==> config.mk <==
export PLATFORM = sky130hd
export DESIGN_NAME = fifo_if_host
export DESIGN_NICKNAME = d
export VERILOG_FILES = /design/src/rtl/fifo_if_host.sv
export SDC_FILE = /design/constraint.sdc
export NUM_CORES = 1
export LEC_CHECK = 0
export CAP_MARGIN = 10
export CELL_PAD_IN_SITES_DETAIL_PLACEMENT = 0
export CELL_PAD_IN_SITES_GLOBAL_PLACEMENT = 1
export CORE_ASPECT_RATIO = 0.6
export CORE_MARGIN = 4
export CORE_UTILIZATION = 29
export DETAILED_ROUTE_END_ITERATION = 10
export GPL_TIMING_DRIVEN = 0
export PLACE_DENSITY_LB_ADDON = 0.2
export SKIP_LAST_GASP = 1
export SLEW_MARGIN = 0
export SYNTH_ARGS = -nofsm -noshare
export SYNTH_HDL_FRONTEND = slang
export SYNTH_HIERARCHICAL = 1
export SYNTH_SLANG_ARGS = --single-unit
==> constraint.sdc <==
create_clock -name clk_i -period 2.1 [get_ports clk_i]
set_clock_uncertainty 0.15 [all_clocks]
set_input_delay 0.21 -clock clk_i [delete_from_list [all_inputs] [get_ports clk_i]]
set_output_delay 0.21 -clock clk_i [all_outputs]
set_load 0.03 [all_outputs]
==> src/rtl/fifo_if_host.sv <==
// fifo_if_host_fifo: small first-word-fall-through FIFO with occupancy count.
// Latency: a pushed word is visible at head_dat the cycle after the push edge.
// Backpressure: none internally; the caller must not push when level == DEPTH.
module fifo_if_host_fifo #(
  parameter int W     = 8,
  parameter int DEPTH = 4
) (
  input  logic                   clk_i,
  input  logic                   rst_i,
  input  logic                   push_vld,
  input  logic [W-1:0]           push_dat,
  input  logic                   pop_rdy,
  output logic                   head_vld,
  output logic [W-1:0]           head_dat,
  output logic [$clog2(DEPTH):0] level
);

  localparam int AW = $clog2(DEPTH);

  logic [W-1:0]  mem [DEPTH];
  logic [AW-1:0] wr_ptr;
  logic [AW-1:0] rd_ptr;
  logic          do_pop;

  assign head_vld = (level != '0);
  assign head_dat = mem[rd_ptr];
  assign do_pop   = pop_rdy && head_vld;

  // Pointers wrap naturally because DEPTH is a power of two.
  always_ff @(posedge clk_i) begin
    if (rst_i) begin
      wr_ptr <= '0;
      rd_ptr <= '0;
      level  <= '0;
    end else begin
      if (push_vld) begin
        wr_ptr <= wr_ptr + 1'b1;
      end
      if (do_pop) begin
        rd_ptr <= rd_ptr + 1'b1;
      end
      case ({push_vld, do_pop})
        2'b10:   level <= level + 1'b1;
        2'b01:   level <= level - 1'b1;
        default: level <= level;
      endcase
    end
  end

  // Storage needs no reset; an entry is only read once it has been written.
  always_ff @(posedge clk_i) begin
    if (push_vld) begin
      mem[wr_ptr] <= push_dat;
    end
  end

endmodule

// fifo_if_host: bus master standing in for the MCU on the fifo_if register port.
// Latency: >=4 cycles per received byte after leaving IDLE, >=3 cycles per sent byte.
// Backpressure: RX polling pauses while the RX FIFO is full; tx_ready_o is low while the holding byte waits.
module fifo_if_host #(
  parameter int DEPTH = 4
) (
  input  logic                   clk_i,
  input  logic                   rst_i,
  output logic                   sel_o,
  output logic                   read_o,
  output logic                   write_o,
  output logic [1:0]             addr_o,
  output logic [7:0]             data_o,
  input  logic [7:0]             data_i,
  input  logic                   in_irq_i,
  input  logic                   out_irq_i,
  output logic [7:0]             rx_data_o,
  output logic                   rx_valid_o,
  input  logic                   rx_ready_i,
  input  logic [7:0]             tx_data_i,
  input  logic                   tx_valid_i,
  output logic                   tx_ready_o,
  output logic [$clog2(DEPTH):0] rx_level_o
);

  localparam int AW = $clog2(DEPTH);

  // fifo_if register addresses
  localparam logic [1:0] ADDR_IN       = 2'b01;
  localparam logic [1:0] ADDR_OUT_STAT = 2'b10;
  localparam logic [1:0] ADDR_OUT_DATA = 2'b11;

  typedef enum logic [2:0] {
    IDLE,
    RX_STAT,
    RX_STAT_CHK,
    RX_DATA,
    RX_CAP,
    TX_STAT,
    TX_STAT_CHK,
    TX_WR
  } state_t;

  state_t     state;
  state_t     state_nxt;
  logic       prio_tx;
  logic       prio_tx_nxt;
  logic       pick_tx;
  logic       rx_elig;
  logic       tx_elig;
  logic       rx_push;
  logic [7:0] hold_dat;

  // Level equals DEPTH exactly when its top bit is set, so RX may run while it is clear.
  // Only one RX transaction is ever in flight, so this reserves the slot before the data read.
  assign rx_elig = !rx_level_o[AW];
  assign tx_elig = !tx_ready_o;

  // Receive FIFO; data_i is pushed in RX_CAP, one cycle after the OUT data read.
  fifo_if_host_fifo #(
    .W     (8),
    .DEPTH (DEPTH)
  ) u_rx_fifo (
    .clk_i    (clk_i),
    .rst_i    (rst_i),
    .push_vld (rx_push),
    .push_dat (data_i),
    .pop_rdy  (rx_ready_i),
    .head_vld (rx_valid_o),
    .head_dat (rx_data_o),
    .level    (rx_level_o)
  );

  // TX holding register: freed by the IN write; a new byte can only land from the next cycle.
  always_ff @(posedge clk_i) begin
    if (rst_i) begin
      tx_ready_o <= 1'b1;
      hold_dat   <= 8'h00;
    end else if (state == TX_WR) begin
      tx_ready_o <= 1'b1;
    end else if (tx_valid_i && tx_ready_o) begin
      tx_ready_o <= 1'b0;
      hold_dat   <= tx_data_i;
    end
  end

  // State and round-robin priority registers.
  always_ff @(posedge clk_i) begin
    if (rst_i) begin
      state   <= IDLE;
      prio_tx <= 1'b0;
    end else begin
      state   <= state_nxt;
      prio_tx <= prio_tx_nxt;
    end
  end

  // Arbitration choice when both paths are eligible; a lone IRQ hint overrides round-robin.
  always_comb begin
    pick_tx = prio_tx;
    if (out_irq_i && !in_irq_i) begin
      pick_tx = 1'b0;
    end else if (in_irq_i && !out_irq_i) begin
      pick_tx = 1'b1;
    end
  end

  // Next state, bus strobes and FIFO push; priority flips to the other path after every transaction.
  always_comb begin
    state_nxt   = state;
    prio_tx_nxt = prio_tx;
    sel_o       = 1'b0;
    read_o      = 1'b0;
    write_o     = 1'b0;
    addr_o      = 2'b00;
    data_o      = 8'h00;
    rx_push     = 1'b0;
    case (state)
      IDLE: begin
        if (rx_elig && (!tx_elig || !pick_tx)) begin
          state_nxt = RX_STAT;
        end else if (tx_elig) begin
          state_nxt = TX_STAT;
        end
      end
      RX_STAT: begin
        sel_o     = 1'b1;
        read_o    = 1'b1;
        addr_o    = ADDR_OUT_STAT;
        state_nxt = RX_STAT_CHK;
      end
      RX_STAT_CHK: begin
        if (data_i[0]) begin
          state_nxt = RX_DATA;
        end else begin
          state_nxt   = IDLE;
          prio_tx_nxt = 1'b1;
        end
      end
      RX_DATA: begin
        // This read also re-arms the fifo_if OUT side.
        sel_o     = 1'b1;
        read_o    = 1'b1;
        addr_o    = ADDR_OUT_DATA;
        state_nxt = RX_CAP;
      end
      RX_CAP: begin
        rx_push     = 1'b1;
        state_nxt   = IDLE;
        prio_tx_nxt = 1'b1;
      end
      TX_STAT: begin
        sel_o     = 1'b1;
        read_o    = 1'b1;
        addr_o    = ADDR_IN;
        state_nxt = TX_STAT_CHK;
      end
      TX_STAT_CHK: begin
        state_nxt   = data_i[0] ? TX_WR : IDLE;
        prio_tx_nxt = data_i[0] ? prio_tx : 1'b0;
      end
      TX_WR: begin
        sel_o       = 1'b1;
        write_o     = 1'b1;
        addr_o      = ADDR_IN;
        data_o      = hold_dat;
        state_nxt   = IDLE;
        prio_tx_nxt = 1'b0;
      end
      default: begin
        state_nxt = IDLE;
      end
    endcase
  end

endmodule

# After elaboration in Yosys (flattened, before gate mapping)
# Memory sizes are Yosys's and may differ from the RTL's. A register that Yosys moved wholly into a read port is not among the register bits.
# Cells that the tools add are included.
[word_totals]
wordCells = 67
ram_bits = 32
output_inout_bits = 26
mem_count = 1
rom_bits = 0
register_bits = 20
latch_bits = 0
inputBits = 22
[mem_list]
columns = ["memory", "words", "width", "read_ports", "rd_clocked_by_memory_dff", "wr", "line", "source"]
rows = [
  ["u_rx_fifo.mem", 4, 8, 1, 1, 1, "20", "logic [W-1:0] mem [DEPTH];"],
]
[classes]
n_lt_le_gt_ge = 0
n_shift = 0
bitwise = 1
div = 0
eq_ne = 12
n_mul = 0
n_reduce_logical = 21
mux = 21
n_addsub = 4
[ops]
columns = ["operator", "count"]
rows = [
  ["$pmux 3 s7", 1],
  ["$eq 3x3->1 const B", 4],
  ["$mux 1", 10],
  ["$mux 3", 3],
  ["$mux 8", 1],
  ["$eq 3x2->1 const B", 2],
  ["$mux 2", 3],
  ["$pmux 2 s3", 1],
  ["$pmux 3 s2", 1],
  ["$reduce_or 2->1", 3],
  ["$logic_and 1x1->1", 5],
  ["$add 2x1->2 const B", 2],
  ["$logic_not 1->1", 4],
  ["$ne 2x2->1 const B", 2],
  ["$pmux 1 s4", 1],
  ["$reduce_bool 4->1", 1],
  ["$reduce_or 4->1", 1],
  ["$add 3x1->3 const B", 1],
  ["$eq 3x1->1 const B", 1],
  ["$logic_not 3->1", 1],
  ["$ne 3x3->1 const B", 1],
  ["$reduce_and 3->1", 1],
  ["$reduce_bool 3->1", 1],
  ["$reduce_or 3->1", 1],
  ["other kinds (7)", 7],
]

# Logic depth before layout (Yosys ltp)
# Gate-level depths: netlist of run 1.
[logic_depth]
word_depth = 9
ltp_mapped = 9
ltp_nobuf = 8

# Modules after synthesis
# The synthesis of run 1 kept the hierarchy.
[by_module_without_submodules]
columns = ["mod", "n_inst", "area_per_inst_um2", "cells_per_inst", "seq_area_each_um2"]
rows = [
  ["fifo_if_host_fifo", 1, 1616.6, 89, 1141.1],
  ["fifo_if_host", 1, 724.4, 84, 260.2],
]

# Worst setup path before layout of run 1
# No wires, ideal clock.
[synth_path]
kind = "register to register"
from = "register u_rx_fifo.level[2]"
to = "register u_rx_fifo.level[2]"
period_less_slack_ps = 2216
path_stages_with_launch = 8
t_arrival_ps = 1995
setup_ps = 70
path_slack_ps = -116
n_path_buf = 0
required_ps = 1880
cell_sequence = "dfxtp_1 o31a_2 ha_1 inv_1 fa_1 xor2_1 or3_1 a21oi_1"
[synth_via]
elab_chain_len = 4
word_cells_on_any_way = 8
cone_classes = "add/sub: 2; eq/ne: 2; mux: 1; reduce/logical: 3"
[synth_rtl]
columns = ["element", "line", "source"]
rows = [
  ["from (decl)", "15", "output logic [$clog2(DEPTH):0] level"],
  ["from (signal assigned)", "43", "2'b10: level <= level + 1'b1;"],
  ["from (signal assigned)", "44", "2'b01: level <= level - 1'b1;"],
  ["from (signal assigned)", "45", "default: level <= level;"],
  ["$reduce_bool 3->1 (*)", "25", "assign head_vld = (level != '0);"],
  ["$logic_and 1x1->1 (*)", "27", "assign do_pop = pop_rdy && head_vld;"],
  ["net u_rx_fifo.do_pop", "23", "logic do_pop;"],
  ["$eq 2x1->1 or $eq 2x2->1 (tied branches)", "42", "case ({push_vld, do_pop})"],
  ["$pmux 3 s2 or $reduce_bool 2->1 (tied branches)", "--", ""],
]
# The timed path passes the listed nets; every way through them passes the cells marked *.
# A chain may end at the register's enable or synchronous reset.

# Final worst setup path of run 1
[layout_path]
from = "register state[2]"
to = "register u_rx_fifo.level[2]"
[layout_via]
elab_chain_len = 4
word_cells_on_any_way = 6
cone_classes = "eq/ne: 3; mux: 2; reduce/logical: 1"
[layout_rtl]
columns = ["element", "line", "source"]
rows = [
  ["from (decl)", "102", "state_t state;"],
  ["from (signal assigned)", "151", "state <= state_nxt;"],
  ["$eq 3x3->1 (*)", "176", "case (state)"],
  ["$mux 1 (*)", "176", ""],
  ["net rx_push", "109", "logic rx_push;"],
  ["$eq 2x1->1 or $eq 2x2->1 (tied branches)", "42", ""],
  ["$pmux 3 s2 or $reduce_bool 2->1 (tied branches)", "--", ""],
]
# Marks and branches as above.

==> results of run 1 <==
[worst paths after layout]
check	startpoint	to	slack, ns	cells after the start
max	state[2]$_SDFFE_PP0P_	u_rx_fifo/level[2]$_SDFFE_PP0P_	0.07	8
min	rst_i	u_rx_fifo/level[0]$_SDFFE_PP0P_	0.12	2
max reg2reg	state[2]$_SDFFE_PP0P_	u_rx_fifo/level[2]$_SDFFE_PP0P_	0.07	8
min reg2reg	hold_dat[7]$_SDFFE_PP0P_	hold_dat[7]$_SDFFE_PP0P_	0.31	2
[cells in the mapped netlist (2+ instances only)]
cell      count
and2_1       12
nor3b_1       2
ha_1          5
clkbuf_1      2
mux2i_1       9
xnor2_1       2
a21oi_1       5
buf_6         2
nand2b_1     14
xor2_1        3
buf_2         4
nor2_1       13
edfxtp_1     32
nand2_1       9
or3_1         2
mux4_2        8
inv_1         8
dfxtp_1      22
[layout by cell type, fill, tap and decap left out, drive strengths merged, types with 6 or more instances in the layout]
cell type / Yosys / final
edfxtp: 32 / 32
clkdlybuf4s50: 0 / 28
dfxtp: 22 / 22
nand2b: 14 / 14
nor2: 14 / 14
dlygate4sd2: 0 / 13
and2: 12 / 12
inv: 9 / 11
nand2: 9 / 9
mux2i: 9 / 9
mux4: 8 / 8
clkbuf: 3 / 8
buf: 6 / 6
[cell type report]
cell class / instances / area [um2]
Inverter: 9 / 33.8
Tap cell: 108 / 135
Fill cell: 745 / 4730
Multi-Input combinational cell: 101 / 875
Clock buffer: 5 / 125
Clock inverter: 3 / 28.8
Timing Repair Buffer: 47 / 454
Buffer: 8 / 56.3
Sequential cell: 54 / 1410
[kinds of logic (layout without fill, tap and decap cells)]
family / Yosys count / count (layout) / share of synthesized area, %
AO/OA/AOI/OAI: 14 / 14 / 4.38
flip-flops: 54 / 54 / 59.9
XOR/XNOR: 6 / 6 / 2.57
multiplexers: 18 / 18 / 12.0
AND/OR/NAND/NOR: 57 / 57 / 13.8
adder cells (fa/ha/maj): 6 / 6 / 3.53
buffers and inverters: 18 / 72 / 3.79
[sequential cells by signal, indices dropped and copies added, names as in the netlist, named ones only]
signal	flops
hold_dat	8
u_rx_fifo/level	3
u_rx_fifo/mem	32
u_rx_fifo/rd_ptr	2
state	3
tx_ready_o	1
u_rx_fifo/wr_ptr	2
prio_tx	1
[what timing repair did]
action | 4_1_cts | 5_1_grt
buffers inserted | 1 | 0
endpoints found under the setup margin | 20 | 11
resized for setup | 24 | 8
gates cloned | 0 | 0
[worst max-delay path, delay by kind of cell, from the launching register on]
| kind | cells | cell delay [ns] |
|---|---|---|
| fa+ha+maj | 2 | 0.51 |
| simple gates | 2 | 0.47 |
| xor+xnor | 1 | 0.16 |
| buf+inv | 2 | 0.14 |
| flops | 1 | 0.38 |
| compound gates | 1 | 0.13 |
[where the power goes]
group / internal, mW / switching, mW
Combinational: 0.213 / 0.227
Clock: 0.457 / 0.383
Sequential: 1.16 / 0.0416
[metal layers]
layer,vias to the layer above,share of wire (%),GRT usage (%)
met5,-,0,0
met4,0,0.51,1.97
met3,2,3.9,2.62
met2,23,41,13.3
met1,673,54,15.8
li1,719,-,-
[stage by stage]
step | instance area (um2) | utilization [%] | std cells | setup WS (ns) | TNS (ns)
2_1_floorplan | 2350 | - | 173 | 0.0454 | 0
3_3_place_gp | 2950 | 37.5 | 327 | -0.254 | -0.339
3_5_place_dp | 2950 | 37.5 | 327 | -0.244 | -0.339
4_1_cts | 3090 | 39.4 | 335 | -0.00582 | -0.00582
5_1_grt | 3120 | 39.7 | 335 | -0.0421 | -0.0421
6_report | 3120 | 39.7 | 335 | 0.0731 | 0
==> impl_metrics.env, run 1 <==
export IMPL_syn_to_final_growth_pct=33.3
export IMPL_synth_top_area_cell="edfxtp_1"
export IMPL_n_antenna_cell=0
export IMPL_synth_area_mm2=0.00234
export IMPL_fp_row_count=25
export IMPL_leakagePower_nw=1.12
export IMPL_cts_tree="done"
export IMPL_pwr_density_cell_mw_per_mm2=796
export IMPL_avgViaCountPerCell=4.23
export IMPL_ys_async_sr_fraction_pct=0
export IMPL_total_power_mw=2.48
export IMPL_hold_class="input pin to register"
export IMPL_ys_types=37
export IMPL_cts_buffer_depth=2
export IMPL_grt_pass1_vias=1383
export IMPL_hpwl_um=3350
export IMPL_grt_usage_pct=9.91
export IMPL_start_kind="register"
export IMPL_cts_sinks=54
export IMPL_numCtsBuffers=5
export IMPL_ys_flop_type="edfxtp_1"
export IMPL_wirelength_um=4530
export IMPL_setup_violations=0
export IMPL_synth_nets=201
export IMPL_status="finished, final reports clean"
export IMPL_ioPinCount=48
export IMPL_drc=0
export IMPL_die_w_um=124
export IMPL_ys_seq_elements=54
export IMPL_finalHoldWorstSlack_ns=0.125
export IMPL_period_needed_ns=2.03
export IMPL_cp_arrival_ns=2.09
export IMPL_drtAntennaViolNets=0
export IMPL_grt_pass1_wl_um=7320
export IMPL_final_nets=254
export IMPL_synth_area_leaders="edfxtp_1, dfxtp_1, mux4_2, mux2i_1, nand2b_1"
export IMPL_die_h_um=77.6
export IMPL_clk_latency_ns=0.29
export IMPL_ys_warn_count=6
export IMPL_post_route_cells_drive_above_1_share_pct=16.7
export IMPL_hold_viol=0
export IMPL_postSynthCellCount=173
export IMPL_worst_pin_slew_ns=0.460
export IMPL_worstPathRequired_ns=2.16
export IMPL_maxCapViolations=0
export IMPL_cts_clk_slew_worst_paths_ns=0.07
export IMPL_antenna_found_initial=0
export IMPL_crit_type="register to register"
export IMPL_start_util_pct=29.8
export IMPL_post_drt_wl_per_cell_um=13.5
export IMPL_cts_root_buf="clkbuf_16"
export IMPL_dieArea_mm2=0.00962
export IMPL_yosysSeqAreaShare_pct=59.9
export IMPL_rsz0062_at_grt="true"
export IMPL_crit_path_end_kind="register"
export IMPL_drtIter0Drc=75
export IMPL_ctsHoldBuffers=0
export IMPL_htreeDepth=2
export IMPL_synth_area_per_cell_um2=13.5
export IMPL_worst_path_max_delay_cell="dfxtp_4"
export IMPL_vias=1417
export IMPL_grt_start_max_net_pins=20
export IMPL_synth_edf_count=32
export IMPL_maxSlewViolCount=0
export IMPL_layout_worst_path_cycle_share_pct=96.5
export IMPL_cp_cell_sequence="nor3b_4 > inv_1 > ha_4 > inv_1 > fa_1 > xor2_1 > or3_1 > a21oi_1"
export IMPL_grt_overflow=0
export IMPL_dr_pass1_iters=4
export IMPL_worst_path_largest_cell_delay_ns=0.38
export IMPL_port_buffers=46
export IMPL_core_region_area_mm2=0.00785
export IMPL_synth_top_area_share_pct=41.0
export IMPL_place_gp_congestion=0.644
export IMPL_vdd_drop_max_v=0.000396
export IMPL_fmax_mhz=493
export IMPL_slew_headroom_pct=69.3
export IMPL_cp_max_fo=9
export IMPL_crit_path_frequent_cell="inv_1"
No activity file was read; power rests on OpenSTA's default activity.
==> inputs of run 2 (changes only) <==
--- a/config.mk
+++ b/config.mk
@@ -11,6 +11,7 @@
 export CORE_ASPECT_RATIO = 0.6
 export CORE_MARGIN = 4
 export CORE_UTILIZATION = 29
+export CTS_BUF_LIST = sky130_fd_sc_hd__clkbuf_16
 export DETAILED_ROUTE_END_ITERATION = 10
 export GPL_TIMING_DRIVEN = 0
 export PLACE_DENSITY_LB_ADDON = 0.2
==> results of run 2 <==
No change in the layout: final DEF, timing and power equal those of run 1.
==> inputs of run 3 (changes only) <==
--- a/config.mk
+++ b/config.mk
@@ -15,6 +15,7 @@
 export DETAILED_ROUTE_END_ITERATION = 10
 export GPL_TIMING_DRIVEN = 0
 export PLACE_DENSITY_LB_ADDON = 0.2
+export REMOVE_ABC_BUFFERS = 1
 export SKIP_LAST_GASP = 1
 export SLEW_MARGIN = 0
 export SYNTH_ARGS = -nofsm -noshare
==> run 3 against run 2 <==
Count of clock-buffer cells in the layout did not move. Highest routed layer unchanged. Sequential power barely moved. Core utilization rose by 0.11 points. Power rose by 3.2%. Largest power group unchanged. Via count fell by 0.14%. Routed wire length rose by 2.0%. Clock power rose by 9.8%.
==> impl_metrics.env, run 3 (same netlist as run 1, synthesis figures left out) <==
export IMPL_status="finished, final reports clean"
export IMPL_cts_sinks=54
export IMPL_regMostFlops="u_rx_fifo/mem"
export IMPL_ioPinCount=48
export IMPL_cts_buffer_depth=2
export IMPL_cp_arrival_ns=2.07
export IMPL_cts_clk_slew_worst_paths_ns=0.06
export IMPL_grt_overflow=0
export IMPL_avgViaCountPerCell=4.25
export IMPL_start_util_pct=29.8
export IMPL_fmax_mhz=495
export IMPL_pre_cts_ws_ns=-0.542
export IMPL_most_common_layout_cells="edfxtp_1, clkdlybuf4s50_1, dlygate4sd2_1"
export IMPL_period_needed_ns=2.02
export IMPL_die_w_um=124
export IMPL_grt_start_max_net_pins=27
export IMPL_placed_cell_area_mm2=0.00289
export IMPL_wirelength_um=4620
export IMPL_vias=1415
export IMPL_fin_area_mm2=0.00313
export IMPL_dieArea_mm2=0.00962
export IMPL_worst_path_largest_cell_delay_ns=0.49
export IMPL_start_kind="input pin"
export IMPL_leakagePower_nw=1.14
export IMPL_worst_path_max_delay_cell="clkdlybuf4s50_1"
export IMPL_layout_worst_path_cycle_share_pct=96.2
export IMPL_cp_max_fo=2
export IMPL_htreeDepth=2
export IMPL_power_frac_clock_pct=36.0
export IMPL_setup_violations=0
export IMPL_fp_row_count=25
export IMPL_drtAntennaViolNets=0
export IMPL_post_drt_wl_per_cell_um=13.9
export IMPL_die_h_um=77.6
export IMPL_hold_class="register to register"
export IMPL_drc=0
export IMPL_port_buffers=47
export IMPL_final_nets=252
export IMPL_slew_headroom_pct=43.0
export IMPL_antenna_found_initial=0
export IMPL_numCtsBuffers=5
export IMPL_grt_pass1_vias=1381
export IMPL_grt_pass1_wl_um=7240
export IMPL_pwr_density_cell_mw_per_mm2=819
export IMPL_core_region_area_mm2=0.00785
export IMPL_rsz0062_at_grt="false"
export IMPL_worstPathRequired_ns=2.15
export IMPL_grt_usage_pct=10.0
export IMPL_vdd_drop_max_v=0.000338
export IMPL_crit_type="input pin to register"
export IMPL_cts_root_buf="clkbuf_16"
export IMPL_largest_reg_flops=32
export IMPL_power_frac_seq_pct=47.9
export IMPL_clk_latency_ns=0.29
export IMPL_cp_cell_sequence="clkdlybuf4s50_1 > o31a_2 > ha_4 > inv_1 > fa_1 > xor2_1 > or3_1 > a21oi_1"
export IMPL_hpwl_um=3240
export IMPL_maxSlewViolCount=0
export IMPL_maxCapViolations=0
export IMPL_dr_pass1_iters=4
export IMPL_cts_tree="done"
export IMPL_syn_to_final_growth_pct=33.7
export IMPL_p_int_mw=1.94
export IMPL_post_route_cells_drive_above_1_share_pct=17.3
export IMPL_top_regs="u_rx_fifo/mem x32, hold_dat x8"
export IMPL_switching_share_pct=24.5
export IMPL_place_gp_congestion=0.699
export IMPL_ctsHoldBuffers=0
export IMPL_final_common_cell="edfxtp_1"
export IMPL_comb_power_share_pct=16.1
export IMPL_hold_viol=0
export IMPL_worst_pin_slew_ns=0.852
export IMPL_n_antenna_cell=0
export IMPL_cp_top_family="buffers and inverters"
export IMPL_p_switching_uw=627
export IMPL_timing_critical_path_buf_inv=2
export IMPL_crit_path_end_kind="register"
export IMPL_worst_slack_ns=0.0798
export IMPL_drtIter0Drc=32
==> run 3: cell types whose count changed in the layout (fill, tap and decap cells not counted), sizes merged <==
| cell | previous run | this run |
|---|---|---|
| dlygate4sd2 | 13 | 18 |
| clkdlybuf4s15 | 4 | 0 |
| clkbuf | 8 | 5 |
| bufinv | 0 | 1 |
| inv | 11 | 10 |
==> run 3: worst register-to-register path, stage by stage, from the launching register on <==
cell and delay (ns):
dfxtp_2 0.44, nor3b_4 0.09, inv_2 0.08, ha_4 0.14, inv_1 0.05, fa_1 0.36, xor2_1 0.16, or3_1 0.31
a21oi_1 0.13
==> run 3: timing repair <==
| item | CTS | global route |
|---|---|---|
| setup endpoints to repair | 53 | 41 |
| setup buffers | 0 | 6 |
| resized for setup | 21 | 15 |
==> run 3: worst paths after layout <==
| kind | from | endpoint | slack [ns] | cells after the start |
|---|---|---|---|---|
| setup / recovery | rx_ready_i | u_rx_fifo/level[2]$_SDFFE_PP0P_ | 0.08 | 8 |
| hold / removal | hold_dat[7]$_SDFFE_PP0P_ | hold_dat[7]$_SDFFE_PP0P_ | 0.30 | 2 |
| setup reg to reg | state[1]$_SDFFE_PP0P_ | u_rx_fifo/level[2]$_SDFFE_PP0P_ | 0.10 | 8 |
| hold reg to reg | hold_dat[7]$_SDFFE_PP0P_ | hold_dat[7]$_SDFFE_PP0P_ | 0.30 | 2 |
==> run 3: final cells by class <==
| cell class | count | area [um2] |
|---|---|---|
| clock buffers | 5 | 125 |
| clock inverters | 3 | 42.5 |
| fillers | 744 | 4720 |
| inverters | 9 | 33.8 |
| multi-input cells | 101 | 875 |
| flip-flops and latches | 54 | 1420 |
| well taps | 108 | 135 |
| repair buffers | 53 | 495 |
==> run 3: metal layers <==
layer	up-vias	global-route usage, %	share of wire [%]	wire length [um]
li1	708	-	-	-
met1	678	14.6	52	2390
met2	23	13.5	43	1990
met3	6	3.79	4.0	184
met4	0	3.28	1.2	57
met5	-	0	0	0
==> run 3: power by group through the flow <==
stage / Sequential [mW] / Combinational (mW) / Clock (mW)
2_1_floorplan: 1.25 / 0.230 / 0
3_3_place_gp: 1.25 / 0.408 / 0
3_5_place_dp: 1.25 / 0.410 / 0
4_1_cts: 1.22 / 0.397 / 0.961
5_1_grt: 1.24 / 0.448 / 1.00
6_report: 1.23 / 0.414 / 0.922
==> run 3: stage by stage <==
stage / util (%) / setup TNS [ns] / cells / hold slack [ns] / power [mW]
after global routing: 39.9 / 0 / 333 / 0.333 / 2.68
final: 39.9 / 0 / 333 / 0.302 / 2.56
after detailed placement: 36.8 / -9.61 / 319 / 0.294 / 1.65
after global placement: 36.8 / -10.29 / 319 / 0.293 / 1.65
after floorplan: - / -0.251 / 164 / 0.129 / 1.48
after CTS: 38.8 / -0.421 / 327 / 0.305 / 2.58
